==> src/rtl/arm_mem_pkg.sv <==
// Shared types and defaults for the memory-stage SRAM controller.
// Imported by the controller and its wait counter.
package arm_mem_pkg;

  typedef enum logic [1:0] {
    IDLE = 2'd0,
    LOW  = 2'd1,
    HIGH = 2'd2,
    DONE = 2'd3
  } sram_state_t;

  localparam logic [31:0] DEF_BASE_ADDR   = 32'd1024;
  localparam int          DEF_WAIT_CYCLES = 2;

endpackage

==> src/rtl/sram_wait_counter.sv <==
// Counts the wait cycles of one 16-bit SRAM half-access.
// last is high on the final cycle of the half.
module sram_wait_counter
  import arm_mem_pkg::*;
#(
  parameter int WAIT_CYCLES = DEF_WAIT_CYCLES
) (
  input  logic clk,
  input  logic rst,
  input  logic clear,
  input  logic en,
  output logic last
);

  localparam int CW = $clog2(WAIT_CYCLES);

  logic [CW-1:0] cnt;

  // Cycle counter, cleared between halves and while idle
  always_ff @(posedge clk or negedge rst) begin
    if (!rst) begin
      cnt <= '0;
    end else if (clear) begin
      cnt <= '0;
    end else if (en) begin
      cnt <= cnt + 1'b1;
    end
  end

  assign last = en & (cnt == CW'(WAIT_CYCLES - 1));

endmodule

==> src/rtl/mem_stage_sram_ctrl.sv <==
// MEM-stage controller: one 32-bit load/store as two 16-bit
// SRAM accesses, stalling the pipeline through ready.
module mem_stage_sram_ctrl
  import arm_mem_pkg::*;
#(
  parameter logic [31:0] BASE_ADDR   = DEF_BASE_ADDR,
  parameter int          WAIT_CYCLES = DEF_WAIT_CYCLES,
  parameter int          SRAM_AW     = 18
) (
  input  logic               clk,
  input  logic               rst,
  input  logic               MEM_R_EN,
  input  logic               MEM_W_EN,
  input  logic [31:0]        ALU_Res,
  input  logic [31:0]        Val_RM,
  output logic [31:0]        read_data,
  output logic               ready,
  output logic [SRAM_AW-1:0] SRAM_ADDR,
  output logic [15:0]        SRAM_DQ_out,
  input  logic [15:0]        SRAM_DQ_in,
  output logic               SRAM_DQ_oe,
  output logic               SRAM_WE_N
);

  sram_state_t state;
  sram_state_t state_nx;

  logic                 req;
  logic                 is_ld;
  logic                 busy;
  logic                 hi;
  logic                 last;
  logic [31:0]          offs;
  logic [SRAM_AW-2:0]   w;
  logic                 unused_offs;

  // Store wins when both enables are set
  assign req   = MEM_R_EN | MEM_W_EN;
  assign is_ld = MEM_R_EN & ~MEM_W_EN;
  assign busy  = (state == LOW) | (state == HIGH);
  assign hi    = (state == HIGH);

  assign offs = ALU_Res - BASE_ADDR;
  assign w    = offs[SRAM_AW:2];

  assign unused_offs = ^{offs[31:SRAM_AW+1], offs[1:0]};

  sram_wait_counter #(
    .WAIT_CYCLES(WAIT_CYCLES)
  ) u_cnt (
    .clk  (clk),
    .rst  (rst),
    .clear(~busy | last),
    .en   (busy),
    .last (last)
  );

  // State register
  always_ff @(posedge clk or negedge rst) begin
    if (!rst) begin
      state <= IDLE;
    end else begin
      state <= state_nx;
    end
  end

  // Next-state logic
  always_comb begin
    state_nx = state;
    unique case (state)
      IDLE: if (req)  state_nx = LOW;
      LOW:  if (last) state_nx = HIGH;
      HIGH: if (last) state_nx = DONE;
      DONE: state_nx = IDLE;
      default: state_nx = IDLE;
    endcase
  end

  // SRAM pins; WE_N rises on the last count so the
  // address only moves while the strobe is high
  always_comb begin
    SRAM_ADDR   = '0;
    SRAM_DQ_out = '0;
    SRAM_DQ_oe  = 1'b0;
    SRAM_WE_N   = 1'b1;
    if (busy) begin
      SRAM_ADDR = {w, hi};
      if (MEM_W_EN) begin
        SRAM_DQ_out = hi ? Val_RM[31:16] : Val_RM[15:0];
        SRAM_DQ_oe  = 1'b1;
        SRAM_WE_N   = last;
      end
    end
  end

  // Load result, one half per phase, held between loads
  always_ff @(posedge clk or negedge rst) begin
    if (!rst) begin
      read_data <= '0;
    end else if (is_ld & last) begin
      if (hi) begin
        read_data[31:16] <= SRAM_DQ_in;
      end else begin
        read_data[15:0] <= SRAM_DQ_in;
      end
    end
  end

  assign ready = ((state == IDLE) & ~req) | (state == DONE);

endmodule

==> config.mk <==
export PLATFORM = sky130hd
export DESIGN_NAME = mem_stage_sram_ctrl
export DESIGN_NICKNAME = d
export VERILOG_FILES = /design/src/rtl/arm_mem_pkg.sv /design/src/rtl/sram_wait_counter.sv /design/src/rtl/mem_stage_sram_ctrl.sv
export SDC_FILE = /design/constraint.sdc
export NUM_CORES = 1
export LEC_CHECK = 0
export ABC_AREA = 0
export BUFFER_PORTS_ARGS = -buffer_cell sky130_fd_sc_hd__buf_4
export CAP_MARGIN = 20
export CORE_MARGIN = 10
export CORE_UTILIZATION = 40
export CTS_BUF_LIST = sky130_fd_sc_hd__clkbuf_4 sky130_fd_sc_hd__clkbuf_8 sky130_fd_sc_hd__clkbuf_16
export DETAILED_ROUTE_END_ITERATION = 16
export GPL_ROUTABILITY_DRIVEN = 0
export PLACE_DENSITY = 0.78
export SETUP_SLACK_MARGIN = 0.5
export SYNTH_ARGS = -nofsm -noshare
export SYNTH_HDL_FRONTEND = slang
export SYNTH_SLANG_ARGS = --single-unit
==> constraint.sdc <==
create_clock -name clk -period 2.3 [get_ports clk]
set_clock_uncertainty 0.15 [all_clocks]
set_input_delay 0.46 -clock clk [delete_from_list [all_inputs] [get_ports clk]]
set_output_delay 0.46 -clock clk [all_outputs]
set_load 0.005 [all_outputs]
### Word level (Yosys, flattened, before mapping)

Index checks and enable logic that the tools add are counted.

* $add $sub $neg: 2
* eq/ne operators: 6
* multiplexer cells: 14
* bitwise gates (word level): 12
* reduce and logical (&&, ||, !) cells: 5

Operators with widths (number)
* two-way mux 16 bit: 3
* subtractor 19 x 11 -> 19 bit, second input constant: 1
* two-way mux 18 bit: 1
* case mux 2 bit (4 select lines): 1
* two-way mux 1 bit: 6
* two-way mux 2 bit: 3
* AND 1 bit: 4
* == test 2 bit, second input constant: 2
* != test 2 bit, second input constant: 2
* NOT 1 bit: 4
* bitwise OR 1 bit: 4
* AND reduction 2 bit: 2
* AND reduction 3 bit: 1
* == test 2 x 1 -> 1 bit, second input constant: 1
* zero test 2 bit: 1
* != test 2 x 1 -> 1 bit, second input constant: 1
* nonzero test 2 bit: 1
* adder 1 bit, second input constant: 1

* flip-flop bits (word level): 35
* output and inout bits: 69

### Depth between registers and ports, before layout

Gate-level depths: netlist (run 1).

* depth in word-level cells: 5
* gate-level depth with buffers: 7
* mapped depth without buffers: 5

### By module

From an unflattened synthesis (run 1), not the netlist that was laid out.

* cell total of the unflattened synthesis: 165
* area, all modules: 1905.6 sq um

By module, submodules not included
* mem_stage_sram_ctrl: times used 1, cells each 161, area an instance 1860.5 sq um
* sram_wait_counter: times used 1, cells each 4, area an instance 45.0 sq um

### Worst setup path after synthesis (run 1)

OpenSTA, ideal clock, no wires.

* path type: input port to output port
* from: in ALU_Res[11]
* to: out SRAM_ADDR[14]
* arrival: 1515 ps
* setup slack: 175 ps
* stages on the path: 4
* buffers on the path: 1
* path through: or3_1 -> clkbuf_1 -> or4_1 -> a21oi_1

* longest elaborated chain between the ends: 2

Ends and longest elaborated chain
* from (decl): RTL line mem_stage_sram_ctrl.sv:14 `input logic [31:0] ALU_Res,`
* subtractor 19 x 11 -> 19 bit: RTL line mem_stage_sram_ctrl.sv:43 `assign offs = ALU_Res - BASE_ADDR;`
* two-way mux 18 bit: RTL line mem_stage_sram_ctrl.sv:86 `if (busy) begin`
* to (decl): RTL line mem_stage_sram_ctrl.sv:18 `output logic [SRAM_AW-1:0] SRAM_ADDR,`

No other way between the ends.

### Worst setup path in the final report (run 1)

* from: reg state[0]
* to: reg read_data[6]

* longest elaborated chain between the ends: 5

Ends and longest elaborated chain
* from (decl): RTL line mem_stage_sram_ctrl.sv:25 `sram_state_t state;`
* from (signal assigned): RTL line mem_stage_sram_ctrl.sv:63 `state <= state_nx;`
* == test 2 x 1 -> 1 bit or == test 2 bit (tied branches): RTL line mem_stage_sram_ctrl.sv:40, mem_stage_sram_ctrl.sv:41
* bitwise OR 1 bit: RTL line mem_stage_sram_ctrl.sv:40 `assign busy = (state == LOW) | (state == HIGH);`
* AND 1 bit: RTL line sram_wait_counter.sv:30 `assign last = en & (cnt == CW'(WAIT_CYCLES - 1));`
* AND 1 bit: RTL line mem_stage_sram_ctrl.sv:100 `end else if (is_ld & last) begin`
* AND reduction 2 bit (no line) (*)
* to (signal assigned): RTL line mem_stage_sram_ctrl.sv:104 `read_data[15:0] <= SRAM_DQ_in;`
* to (decl): RTL line mem_stage_sram_ctrl.sv:16 `output logic [31:0] read_data,`

Every way passes the cells marked *; elsewhere a longest branch is shown, timed or not.
A chain may end at the register's enable or synchronous reset.

==> run_results.csv, run 1 <==
group,metric,value,unit
power,irDropWorstVdd,0.9118,mV
yosys,syn-cell-area,1942,µm²
clock_network,numCtsBuffers,5,
routing,wl,9479,µm
clock_network,path_clk_slew,70,ps
timing,tightest_slew,426.3,ps
yosys,ys.flop_type,"dfrtp_1",
cells_and_area,antennaDiodeCount,0,
yosys,yosysWarnings,0,
grt,antenna_found_initial,0,
grt,grt_pass1_vias,2105,
yosys,ys_types,36,
critical_path,crit_path_end_kind,"flop",
floorplanning,pin_count,153,
floorplanning,die_w,89.68,µm
status,run_status,"complete, but fails checks",
routing,dr_total_vias,2107,
timing,whs,259.9,ps
timing,slew_viol_final,0,
floorplanning,die_height,89.68,µm
placement,dp.final_hpwl,5310,µm
critical_path,cp-start-kind,"flop",
grt,grt_pass1_wl,10840,µm
timing,min_period,2314,ps
critical_path,slowest_stage,"dfrtp_1",
grt,grt_usage,17.67,%
job,drv_cap,0,
clock_network,tritoncts,"yes",
yosys,synth-seq-cells,35,
cells_and_area,finalNetCount,427,
clock_network,clockBufferDepth,2,
critical_path,crit_chain,"inv_2 > ha_4 > buf_8 > nand4b_1 > buf_4 > nor2_4 > buf_12 > mux2_2",
critical_path,worstPathArrival,2340,ps
yosys,ys_seq_area_share,45.10,%
timing,hold_viol,0,
timing,fmax,0.4321,GHz
clock_network,clock_sink_count,35,
routing,drtAntennaViolNets,0,
power,p_leak,1.987,nW
power,cellPowerDensity,1320,nW/µm²
critical_path,crit_type,"reg2reg",
floorplanning,coreArea,4723,µm²
cells_and_area,drive_gt1_share,82.01,%
clock_network,root_buffer,"clkbuf_8",
critical_path,cp.required,2320,ps
critical_path,critPathMaxFanout,8,
yosys,synth_nets,258,
clock_network,clk_latency,290,ps
status,violations,"setup timing",
yosys,synth_edf_count,0,
timing,fin_crit_sh,100.6,%
grt,gr-total-overflow,0,
clock_network,htree_levels,2,
floorplanning,die-area,8042,µm²
critical_path,critical_path.max_stage_delay,390,ps
placement,io_buffers,137,
floorplanning,rows,25,
cells_and_area,area_delta_synth_final,116.2,%
routing,via_per_inst,5.190,
routing,first_pass_iters,4,
routing,route.detailed.drc,0,
grt,grt_max_degree,36,
timing,rsz0062_at_grt,"true",
yosys,syn-mean-instance-area,11.49,µm²
timing,fin_tns_setup,-99.65,ps
yosys,synth_cells,169,
yosys,async_reset_ff_share,100.0,%
worst_hold_path,hp-class,"in2reg",
timing,setup_viol,13,
floorplanning,initial_core_util,41.11,%
routing,drtIter0Drc,87,
timing,setup_ws,-14.16,ps
timing,slew_headroom,71.58,%
routing,wire_per_inst,23.35,µm
==> through the flow <==
| step | area [µm²] | utilization, % | total power, mW | std cells | setup WS, ps |
|---|---|---|---|---|---|
| after floorplan | 2091 | - | 2.226 | 169 | 195.5 |
| after global placement | 3193 | 67.60 | 3.355 | 372 | 7.212 |
| after detailed placement | 3193 | 67.60 | 3.395 | 372 | 8.224 |
| after CTS | 3687 | 78.07 | 4.503 | 398 | 71.22 |
| after global routing | 4199 | 88.90 | 5.807 | 406 | -63.73 |
| final | 4199 | 88.90 | 5.541 | 406 | -14.16 |
==> cell type report <==
type / instances / area, µm²
inverters: 7 / 46.29
clock buffers: 6 / 76.32
repair buffers: 170 / 1609
multi-input cells: 119 / 1495
clock inverters: 2 / 12.51
flip-flops and latches: 35 / 875.8
well taps: 67 / 83.83
fillers: 180 / 524.3
==> cells in the final DEF (no fill, tap or decap), types with 4 or more instances in the layout <==
cell / synthesis / routed
buf_6: 2 / 40
dfrtp_1: 35 / 35
nor2_4: 0 / 17
clkbuf_8: 0 / 5
and2_4: 0 / 8
mux2_2: 22 / 10
mux2_4: 10 / 22
buf_12: 0 / 7
mux2i_4: 0 / 13
a21oi_2: 0 / 4
buf_4: 1 / 116
==> kinds of logic after synthesis <==
group | synth area share, %
XOR/XNOR | 0.4511
AO/OA/AOI/OAI | 4.962
buffers and inverters | 3.995
multiplexers | 29.25
AND/OR/NAND/NOR | 13.02
adder cells (fa/ha/maj) | 3.222
flip-flops | 45.10
==> synthesized netlist by cell type (2+ instances only) <==
library cell | count | area, µm²
a21oi_1 | 5 | 25.02
nor2_1 | 20 | 75.07
ha_1 | 5 | 62.56
dfrtp_1 | 35 | 875.8
nand2b_1 | 3 | 18.77
clkbuf_1 | 3 | 11.26
nor4_1 | 2 | 12.51
or3_1 | 4 | 25.02
and2_1 | 8 | 50.05
mux2_2 | 22 | 247.7
mux2i_1 | 17 | 170.2
or2_2 | 2 | 12.51
buf_2 | 2 | 10.01
o21ai_0 | 2 | 10.01
nand2_1 | 3 | 11.26
buf_6 | 2 | 22.52
inv_1 | 6 | 22.52
mux2_4 | 10 | 150.1
==> report_power, final <==
part / switching [mW] / total [mW] / internal (mW)
Sequential: 0.190 / 1.08 / 0.885
Combinational: 1.59 / 4.02 / 2.43
Clock: 0.220 / 0.443 / 0.223
Total: 2.00 / 5.54 / 3.54
==> per-layer routing <==
| layer | vias up | share of wire [%] | GRT usage [%] |
|---|---|---|---|
| met1 | 1051 | 36 | 17.53 |
| met2 | 122 | 50 | 30.15 |
| met3 | 8 | 13 | 11.73 |
| li1 | 926 | - | - |
| met5 | - | 0 | 0 |
| met4 | 0 | 1.2 | 3.902 |
==> state kept, by name, indices dropped and copies added, names as in the netlist <==
signal / flops
u_cnt.cnt: 1
state: 2
read_data: 32
==> repair_timing <==
action / in CTS / in global routing
pin swaps: 11 / 16
cloned: 3 / 1
endpoints found under the setup margin: 69 / 70
endpoints found under the hold margin: 35 / 0
hold buffers: 1 / 0
gates resized for setup: 45 / 101
buffers inserted: 14 / 7
==> worst max-delay path: cells and delay by family, from the launching register on <==
kind,cells,cell delay (ps)
adder cells (fa/ha/maj),1,310
buffers and inverters,4,600
flip-flops,1,390
multiplexers,1,340
AND/OR/NAND/NOR,2,400
==> final timing paths <==
| kind | start | to | depth (start not counted) | slack (ps) |
|---|---|---|---|---|
| hold reg to reg | read_data[27] | read_data[27] | 1 | 360 |
| min in group asynchronous | rst | read_data[10] | 2 | 520 |
| setup / recovery | state[0] | read_data[6] | 8 | -10 |
| hold / removal | SRAM_DQ_in[2] | read_data[2] | 2 | 260 |
| setup reg to reg | state[0] | read_data[6] | 8 | -10 |
| max in group asynchronous | rst | read_data[28] | 2 | 1180 |
Power figures use the tool's default switching activity.
==> run 2, diff against run 1 <==
--- a/config.mk
+++ b/config.mk
@@ -7,13 +7,12 @@
 export LEC_CHECK = 0
 export ABC_AREA = 0
 export BUFFER_PORTS_ARGS = -buffer_cell sky130_fd_sc_hd__buf_4
-export CAP_MARGIN = 20
 export CORE_MARGIN = 10
-export CORE_UTILIZATION = 40
+export CORE_UTILIZATION = 30
 export CTS_BUF_LIST = sky130_fd_sc_hd__clkbuf_4 sky130_fd_sc_hd__clkbuf_8 sky130_fd_sc_hd__clkbuf_16
 export DETAILED_ROUTE_END_ITERATION = 16
 export GPL_ROUTABILITY_DRIVEN = 0
-export PLACE_DENSITY = 0.78
+export PLACE_DENSITY = 0.61
 export SETUP_SLACK_MARGIN = 0.5
 export SYNTH_ARGS = -nofsm -noshare
 export SYNTH_HDL_FRONTEND = slang
==> run 2 against run 1 <==
Effect of this change:
- the run now ends clean
- worst setup slack improved by 82 ps
- sequential power barely moved
- sequential share of layout area rose by 1.2 points
- non-clock buffer count rose by 3
- final cell count rose by 3.0%
- global-route usage fell by 3.7 points
==> run_results.csv, run 2 (same netlist as run 1, synthesis figures left out) <==
group,metric,value,unit
status,run_status,"finished clean",
cells_and_area,num-fill-cells,516,
critical_path,crit_chain,"buf_6 > or3_4 > or4_4 > a21oi_2 > buf_4",
placement,dpl_cell_area,3186,µm²
cells_and_area,antennaDiodeCount,0,
routing,drtAntennaViolNets,0,
power,p_int,3.397,mW
clock_network,numCtsBuffers,5,
routing,first_pass_iters,4,
floorplanning,die_w,100.5,µm
critical_path,slowest_stage,"or4_4",
timing,fin_crit_sh,97.06,%
timing,min_period,2232,ps
power,irDropWorstVdd,0.7750,mV
power,p_leak,1.991,nW
timing,whs,265.5,ps
cells_and_area,drive_gt1_share,77.13,%
placement,dp.final_hpwl,5372,µm
cells_and_area,multi_input_area,1292,µm²
grt,grt_usage,14.01,%
critical_path,critPathMaxFanout,3,
floorplanning,rows,29,
cells_and_area,layout_commonest_cell,"buf_4",
timing,tightest_slew,441.3,ps
routing,via_per_inst,4.672,
critical_path,crit_path_end_kind,"primary output",
clock_network,clock_sink_count,35,
floorplanning,initial_core_util,30.76,%
critical_path,critical_path.max_stage_delay,420,ps
clock_network,root_buffer,"clkbuf_8",
timing,rsz0062_at_grt,"true",
grt,grt_pass1_vias,2215,
grt,gr-total-overflow,0,
cells_and_area,final_cell_mix,"buf_4 (128), dfrtp_1 (35), buf_6 (33)",
timing,setup_viol,0,
critical_path,crit_type,"in2out",
routing,drtIter0Drc,39,
grt,grt_pass1_wl,11630,µm
routing,route.detailed.drc,0,
placement,io_buffers,137,
clock_network,clockBufferDepth,2,
critical_path,cp-start-kind,"input port",
cells_and_area,final_area,3978,µm²
cells_and_area,final_cell_count_no_fill,418,
cells_and_area,largest_reg_flops,32,
cells_and_area,top_regs,"read_data (32), state (2), u_cnt.cnt (1)",
power,clockPowerShare,10.7,%
clock_network,tritoncts,"yes",
cells_and_area,ff_latch_area,875.8,µm²
power,cellPowerDensity,1268,nW/µm²
power,p_sw_share,32.65,%
floorplanning,pin_count,153,
timing,slew_viol_final,0,
worst_hold_path,hp-class,"in2reg",
timing,hold_viol,0,
critical_path,cpLargestDelayFamily,"simple AND/OR/NAND/NOR gates",
routing,wl,7486,µm
timing,fin_tns_setup,0,ps
floorplanning,coreArea,6314,µm²
clock_network,path_clk_slew,60,ps
floorplanning,die-area,10090,µm²
grt,grt_max_degree,36,
floorplanning,die_height,100.5,µm
routing,wire_per_inst,17.91,µm
clock_network,htree_levels,2,
routing,dr_total_vias,1953,
critical_path,r2r_slack,240,ps
critical_path,worstPathArrival,1620,ps
placement,place_inst,381,
critical_path,cp.required,1690,ps
timing,slew_headroom,70.58,%
power,p_seq_share,20.8,%
cells_and_area,finalNetCount,430,
power,p_sw,1.647,mW
clock_network,clk_latency,280,ps
cells_and_area,area_delta_synth_final,104.8,%
job,drv_cap,0,
cells_and_area,max_flop_register,"read_data",
critical_path,worst-path-buf-inv,2,
cells_and_area,fin_util,63.00,%
power,power.combinational.fraction,68.5,%
grt,antenna_found_initial,0,
timing,fmax,0.4479,GHz
[run 2: metal layers]
metal,GRT usage (%),share of wire (%)
met1,15.42,38
met2,22.01,46
met3,10.01,16
met4,1.957,0.56
met5,0,0
[run 2: final cells by class]
class,instances,area share [%]
Sequential cell,35,22.02
Clock inverter,1,0.7550
Tap cell,77,2.422
Timing Repair Buffer,173,39.54
Inverter,7,0.8493
Clock buffer,6,1.919
Multi-Input combinational cell,119,32.49
[run 2: timing repair]
item                       4_1_cts  5_1_grt
setup buffers                   19        6
hold endpoints to repair        35        0
setup endpoints to repair       69       71
cloned                           3        1
pin swaps                       11       12
hold buffers                     1        0
gates resized for setup         52       46
[run 2: power groups by stage]
stage	Clock [mW]	Combinational, mW	Sequential (mW)
detailed placement	0	2.32	1.06
global route	0.582	3.73	1.10
finish	0.538	3.46	1.05
CTS	0.557	2.93	1.05
floorplan	0	1.17	1.06
global placement	0	2.30	1.06
[run 2: metrics by stage]
stage	power, mW	setup WS [ps]
4_1_cts	4.534	77.87
2_1_floorplan	2.226	195.5
6_report	5.044	67.60
5_1_grt	5.404	48.76
3_3_place_gp	3.357	-25.09
3_5_place_dp	3.387	-43.80
[run 2: worst paths after layout]
check	start	endpoint	cells past startpoint
worst max-delay path	ALU_Res[10]	SRAM_ADDR[14]	5
worst min-delay path	SRAM_DQ_in[15]	read_data[31]	2
worst max register to register	state[0]	read_data[24]	9
worst min register to register	read_data[21]	read_data[21]	1
max in group asynchronous	rst	read_data[10]	2
min in group asynchronous	rst	read_data[29]	2
